`src/rtl/noc_pkg.sv`:
```
// Shared NoC definitions: packet-flow states used by routing/demux controllers.
package noc_pkg;

    typedef enum logic [1:0] {
        IDLE = 2'd0,
        FWD  = 2'd1,
        DROP = 2'd2
    } flow_state_e;

endpackage

```
`src/rtl/flit_demux_ctrl_demux.sv`:
```
// Demux primitive: routes one payload word to the selected port, zero elsewhere.
module flit_demux_ctrl_demux #(
    parameter int DATA_WIDTH = 32,
    parameter int OUTPUT_NUM = 2,
    parameter int SEL_WIDTH  = $clog2(OUTPUT_NUM)
) (
    input  logic                  en,
    input  logic [SEL_WIDTH-1:0]  sel,
    input  logic [DATA_WIDTH-1:0] data_in,
    output logic [DATA_WIDTH-1:0] data_out [OUTPUT_NUM]
);

    always_comb begin
        for (int i = 0; i < OUTPUT_NUM; i++) begin
            data_out[i] = '0;
            if (en && (sel == SEL_WIDTH'(i))) begin
                data_out[i] = data_in;
            end
        end
    end

endmodule

```
`src/rtl/flit_demux_ctrl.sv`:
```
// Packet-level flit demultiplexer: routes each packet to the port named by its head
// flit through a one-entry output register; packets with an illegal port are dropped.
module flit_demux_ctrl
    import noc_pkg::*;
#(
    parameter int DATA_WIDTH     = 32,
    parameter int OUTPUT_NUM     = 2,
    parameter int ADDR_WIDTH     = $clog2(OUTPUT_NUM),
    parameter int DROP_CNT_WIDTH = 8
) (
    input  logic                      clk_i,
    input  logic                      rst_n_i,
    input  logic [DATA_WIDTH-1:0]     in_data_i,
    input  logic [ADDR_WIDTH-1:0]     in_dest_i,
    input  logic                      in_last_i,
    input  logic                      in_valid_i,
    output logic                      in_ready_o,
    output logic [DATA_WIDTH-1:0]     out_data_o [OUTPUT_NUM],
    output logic [OUTPUT_NUM-1:0]     out_last_o,
    output logic [OUTPUT_NUM-1:0]     out_valid_o,
    input  logic [OUTPUT_NUM-1:0]     out_ready_i,
    output logic                      busy_o,
    output logic [DROP_CNT_WIDTH-1:0] drop_cnt_o
);

    localparam logic [ADDR_WIDTH:0] PORT_LIMIT = (ADDR_WIDTH + 1)'(OUTPUT_NUM);

    flow_state_e               state_q;
    flow_state_e               state_d;
    logic [ADDR_WIDTH-1:0]     sel_q;
    logic [ADDR_WIDTH-1:0]     out_sel_q;
    logic [ADDR_WIDTH-1:0]     fwd_dest;
    logic                      full_q;
    logic                      last_q;
    logic [DATA_WIDTH-1:0]     data_q;
    logic [DROP_CNT_WIDTH-1:0] drop_cnt_q;
    logic                      accept;
    logic                      dest_ok;
    logic                      fwd_accept;
    logic                      drop_head;
    logic                      out_fire;

    assign dest_ok  = {1'b0, in_dest_i} < PORT_LIMIT;
    assign out_fire = full_q && out_ready_i[out_sel_q];

    // Dropped flits never touch the output register, so DROP can always sink input.
    assign in_ready_o = rst_n_i && ((state_q == DROP) || !full_q || out_ready_i[out_sel_q]);
    assign accept     = in_valid_i && in_ready_o;

    always_comb begin
        state_d    = state_q;
        fwd_accept = 1'b0;
        drop_head  = 1'b0;
        fwd_dest   = sel_q;
        case (state_q)
            IDLE: begin
                if (accept) begin
                    fwd_dest = in_dest_i;
                    if (dest_ok) begin
                        fwd_accept = 1'b1;
                        if (!in_last_i) state_d = FWD;
                    end else begin
                        drop_head = 1'b1;
                        if (!in_last_i) state_d = DROP;
                    end
                end
            end
            FWD: begin
                if (accept) begin
                    fwd_accept = 1'b1;
                    if (in_last_i) state_d = IDLE;
                end
            end
            DROP: begin
                if (accept && in_last_i) state_d = IDLE;
            end
            default: state_d = IDLE;
        endcase
    end

    always_ff @(posedge clk_i or negedge rst_n_i) begin
        if (!rst_n_i) begin
            state_q    <= IDLE;
            sel_q      <= '0;
            drop_cnt_q <= '0;
        end else begin
            state_q <= state_d;
            if ((state_q == IDLE) && accept && dest_ok) begin
                sel_q <= in_dest_i;
            end
            if (drop_head && (drop_cnt_q != '1)) begin
                drop_cnt_q <= drop_cnt_q + DROP_CNT_WIDTH'(1);
            end
        end
    end

    // A new forwarded flit overwrites the register even when the old one leaves this cycle.
    always_ff @(posedge clk_i or negedge rst_n_i) begin
        if (!rst_n_i) begin
            full_q    <= 1'b0;
            data_q    <= '0;
            last_q    <= 1'b0;
            out_sel_q <= '0;
        end else if (fwd_accept) begin
            full_q    <= 1'b1;
            data_q    <= in_data_i;
            last_q    <= in_last_i;
            out_sel_q <= fwd_dest;
        end else if (out_fire) begin
            full_q <= 1'b0;
        end
    end

    flit_demux_ctrl_demux #(
        .DATA_WIDTH(DATA_WIDTH),
        .OUTPUT_NUM(OUTPUT_NUM),
        .SEL_WIDTH (ADDR_WIDTH)
    ) u_demux (
        .en      (full_q),
        .sel     (out_sel_q),
        .data_in (data_q),
        .data_out(out_data_o)
    );

    always_comb begin
        out_valid_o = '0;
        out_last_o  = '0;
        for (int i = 0; i < OUTPUT_NUM; i++) begin
            if (full_q && (out_sel_q == ADDR_WIDTH'(i))) begin
                out_valid_o[i] = 1'b1;
                out_last_o[i]  = last_q;
            end
        end
    end

    assign busy_o     = (state_q != IDLE);
    assign drop_cnt_o = drop_cnt_q;

endmodule
```
`config.mk`:
```
export PLATFORM = sky130hd
export DESIGN_NAME = flit_demux_ctrl
export DESIGN_NICKNAME = d
export VERILOG_FILES = /design/src/rtl/noc_pkg.sv /design/src/rtl/flit_demux_ctrl_demux.sv /design/src/rtl/flit_demux_ctrl.sv
export SDC_FILE = /design/constraint.sdc
export NUM_CORES = 1
export LEC_CHECK = 0
export ABC_CLOCK_PERIOD_IN_PS = 2100
export BUFFER_PORTS_ARGS = -buffer_cell sky130_fd_sc_hd__buf_2
export CORE_AREA = 2 2 76 78
export CTS_CLUSTER_DIAMETER = 100
export DETAILED_ROUTE_END_ITERATION = 8
export DIE_AREA = 0 0 78 80
export PLACE_DENSITY = 0.72
export SKIP_LAST_GASP = 1
export SLEW_MARGIN = 40
export SYNTH_ARGS = -nofsm -noshare
export SYNTH_HDL_FRONTEND = slang
export SYNTH_SLANG_ARGS = --single-unit
export TNS_END_PERCENT = 10
```
`constraint.sdc`:
```
create_clock -name clk_i -period 2.1 [get_ports clk_i]
set_input_delay 0.42 -clock clk_i [delete_from_list [all_inputs] [get_ports clk_i]]
set_output_delay 0.42 -clock clk_i [all_outputs]
set_load 0.1 [all_outputs]
```
==> flow_summary_export.csv <==
group,metric,value,unit
status,outcome,"finished, final reports clean",
power,static-leakage-power,1.857,nW
setup_path,crit_buf_inv,1,
layout,num_antenna_cells,0,
grt,track_usage,0.1941,
setup_path,critPathMaxStageDelay,0.44,ns
routing,dr.first_iter.drc_count,58,
logic_synthesis,ys_seq_area_frac,0.4376,
grt,use_met3,0.05090,
floorplanning,rows,27,
clock_tree,htree_levels,2,
power,p_per_area,1581,nW/um^2
clock_tree,cts_tree,"built",
sta,finalWorstSetupSlack,0.1047,ns
setup_path,r2r_start,"out_sel_q$_DFFE_PN0P_",
setup_path,cp_num_cells,4,
clock_tree,clock_latency,0.28,ns
sta,period_needed,1.995,ns
grt,grtUsageMet1,0.2161,
sta,finalMaxSlewViolations,0,
grt,busiest_layer,"met2",
logic_synthesis,ys_ff_latch,37,
setup_path,end_kind,"output port",
routing,drc,0,
setup_path,crit_path_max_fanout,4,
clock_tree,cts_setup_buffers,0,
placed_design,place_ws,0.2026,ns
grt,grt_use_met2,0.3647,
setup_path,r2r_cells,4,
setup_path,setup.worst_path.class,"flip-flop to output port",
placed_design,place_inst,351,
clock_tree,cts_num_sinks,37,
sta,rsz0062_at_grt,"no",
placed_design,portBuffers,108,
floorplanning,die-width,78,um
logic_synthesis,syn-cell-area,2116,um^2
routing,routed_wl,5909,um
sta,hold_viol_final,0,
setup_path,r2r-end,"data_q[21]$_DFFE_PN0P_",
floorplanning,core_area,5405,um^2
layout,utilization,0.7132,
routing,detail_route.first_pass.iterations,4,
logic_synthesis,synthDistinctLibCells,19,
setup_path,crit_family,"flip-flops",
grt,grt_pass1_vias,1808,
power,irDropWorstVdd,914.9,uV
job,drv_cap,0,
grt,grt_antenna_before_repair,0,
routing,viasPerCell,4.697,
logic_synthesis,synth_edf_count,0,
sta,max_freq,501.2,MHz
setup_path,crit_chain,"mux2i_4 -> nand2_1 -> and2_1 -> clkbuf_4",
setup_path,cp-start-kind,"flip-flop",
placed_design,hpwlAfterDp,4641,um
setup_path,endpoint,"in_ready_o",
routing,route.vias.total,1691,
clock_tree,cts_root_buf,"clkbuf_8",
grt,gr-total-overflow,0,
sta,fin_worst_skew,0.01039,ns
sta,report.final.setup_viol,0,
placed_design,gp_congestion,0.7334,
floorplanning,die-area,6240,um^2
setup_path,required,1.68,ns
clock_tree,cts_buffer_depth,2,
routing,ant_nets,0,
clock_tree,clkTransAtPathRegs,0.09,ns
hold_path,hold_class,"input pin to async pin",
sta,fin_crit_sh,0.9501,
logic_synthesis,syn_inst,177,
logic_synthesis,async_reset_ff_frac,1.000,
layout,stdcell_count,360,
setup_path,reg2reg_slack,0.44,ns
grt,grt_pass1_wl,9377,um
logic_synthesis,synth_ff_type,"dfrtp_1",
floorplanning,die_y,80,um
floorplanning,io_pins,117,
layout,areaGrowthSynthToFinish,82.20,%
floorplanning,initial_core_util,0.3914,
logic_synthesis,yosysWarnings,0,
setup_path,crit_slowest_cell,"dfrtp_2",
logic_synthesis,synth.avg_cell_area,11.95,um^2
routing,drt-wirelength-per-cell,16.41,um
setup_path,cp-startpoint,"out_sel_q$_DFFE_PN0P_",
clock_tree,numCtsBuffers,5,
setup_path,arrival,1.58,ns
grt,grt_max_degree,30,
layout,drive_above_1_share,0.6007,
layout,fin_nets,326,
## through the flow
stage | hold WS (ns) | power [mW] | cell area [um^2] | TNS [ns]
2_1_floorplan | 0.1244 | 3.932 | 2161 | -2.821
3_3_place_gp | 0.3025 | 5.423 | 3717 | 0
3_5_place_dp | 0.3133 | 5.506 | 3717 | 0
4_1_cts | 0.001806 | 6.144 | 3851 | 0
5_1_grt | 0.004247 | 6.302 | 3855 | 0
6_report | 0.003813 | 6.094 | 3855 | 0
## report_power, final
part           total, mW  switching (mW)  internal, mW
clock              0.620           0.264         0.356
sequential          1.08           0.158         0.920
combinational       4.40            2.84          1.56
## worst register-to-register path: stages, from the launching register on
cell and delay, ns:
dfrtp_2 0.46, mux2i_4 0.22, a21oi_4 0.17, buf_4 0.35
mux2_4 0.34
## routing by layer
metal / wire length [um] / up-vias
met4: 23 / 0
li1: - / 805
met1: 2306 / 821
met2: 3251 / 63
met5: 0 / -
met3: 327 / 2
## synth_stat cells (all sizes together), types with 2 or more instances
cell | count | area, um^2
dfrtp | 37 | 925.9
mux2i | 3 | 33.78
clkbuf | 11 | 41.29
nand2 | 3 | 11.26
and3 | 33 | 206.5
nor2b | 2 | 12.51
mux2 | 34 | 491.7
and2 | 35 | 219.0
buf | 11 | 120.1
o21ai | 2 | 10.01
## logic make-up after synthesis
kind of cell | count (synthesis) | synth area share
other | 1 | 0.001772
flip-flops | 37 | 0.4376
multiplexers | 37 | 0.2484
AND/OR/NAND/NOR | 74 | 0.2153
AO/OA/AOI/OAI | 5 | 0.01893
buffers and inverters | 23 | 0.07806
## worst min path at each step
| stage | to | slack (ns) | cells after the start |
|---|---|---|---|
| 2_1_floorplan | data_q[0]$_DFFE_PN0P_ | 0.12 | 0 |
| 3_3_place_gp | full_q$_DFFE_PN0P_ | 0.30 | 1 |
| 3_5_place_dp | full_q$_DFFE_PN0P_ | 0.31 | 1 |
| 4_1_cts | sel_q$_DFFE_PN0P_ | 0.002 | 1 |
| 5_1_grt | full_q$_DFFE_PN0P_ | 0.004 | 1 |
| 6_report | data_q[25]$_DFFE_PN0P_ | 0.004 | 1 |
## cell type report
type	instances	area [um^2]
clock buffers	5	68.82
clock inverters	3	46.29
fillers	367	1550
inverters	1	3.754
multi-input cells	124	1077
flip-flops and latches	37	927.1
well taps	72	90.09
repair buffers	118	1642
## state kept, by name, indices dropped and copies added, names as in the netlist
name and flops:
sel_q 1, last_q 1, state_q 1, data_q 32
out_sel_q 1, full_q 1
## what timing repair did
action,4_1_cts,5_1_grt
setup endpoints to repair,1,2
hold endpoints to repair,1,0
gates resized for setup,1,2
hold buffers,1,0
## layout by cell type, fill, tap and decap left out
master,instances
buf_12,68
buf_2,39
dfrtp_1,36
and3_1,33
mux2_4,29
and2_1,25
buf_4,9
and2_2,8
conb_1,8
mux2_2,5
clkbuf_8,5
nand2_1,3
and2_4,2
mux2i_1,2
o21ai_0,2
nor2b_2,1
mux2i_4,1
a21oi_4,1
nand2b_1,1
a31oi_1,1
nor2b_1,1
inv_1,1
a211oi_1,1
bufinv_16,1
clkinv_4,1
clkinvlp_4,1
dlygate4sd3_1,1
dfrtp_2,1
clkbuf_4,1
Power figures use the tool's default switching activity.
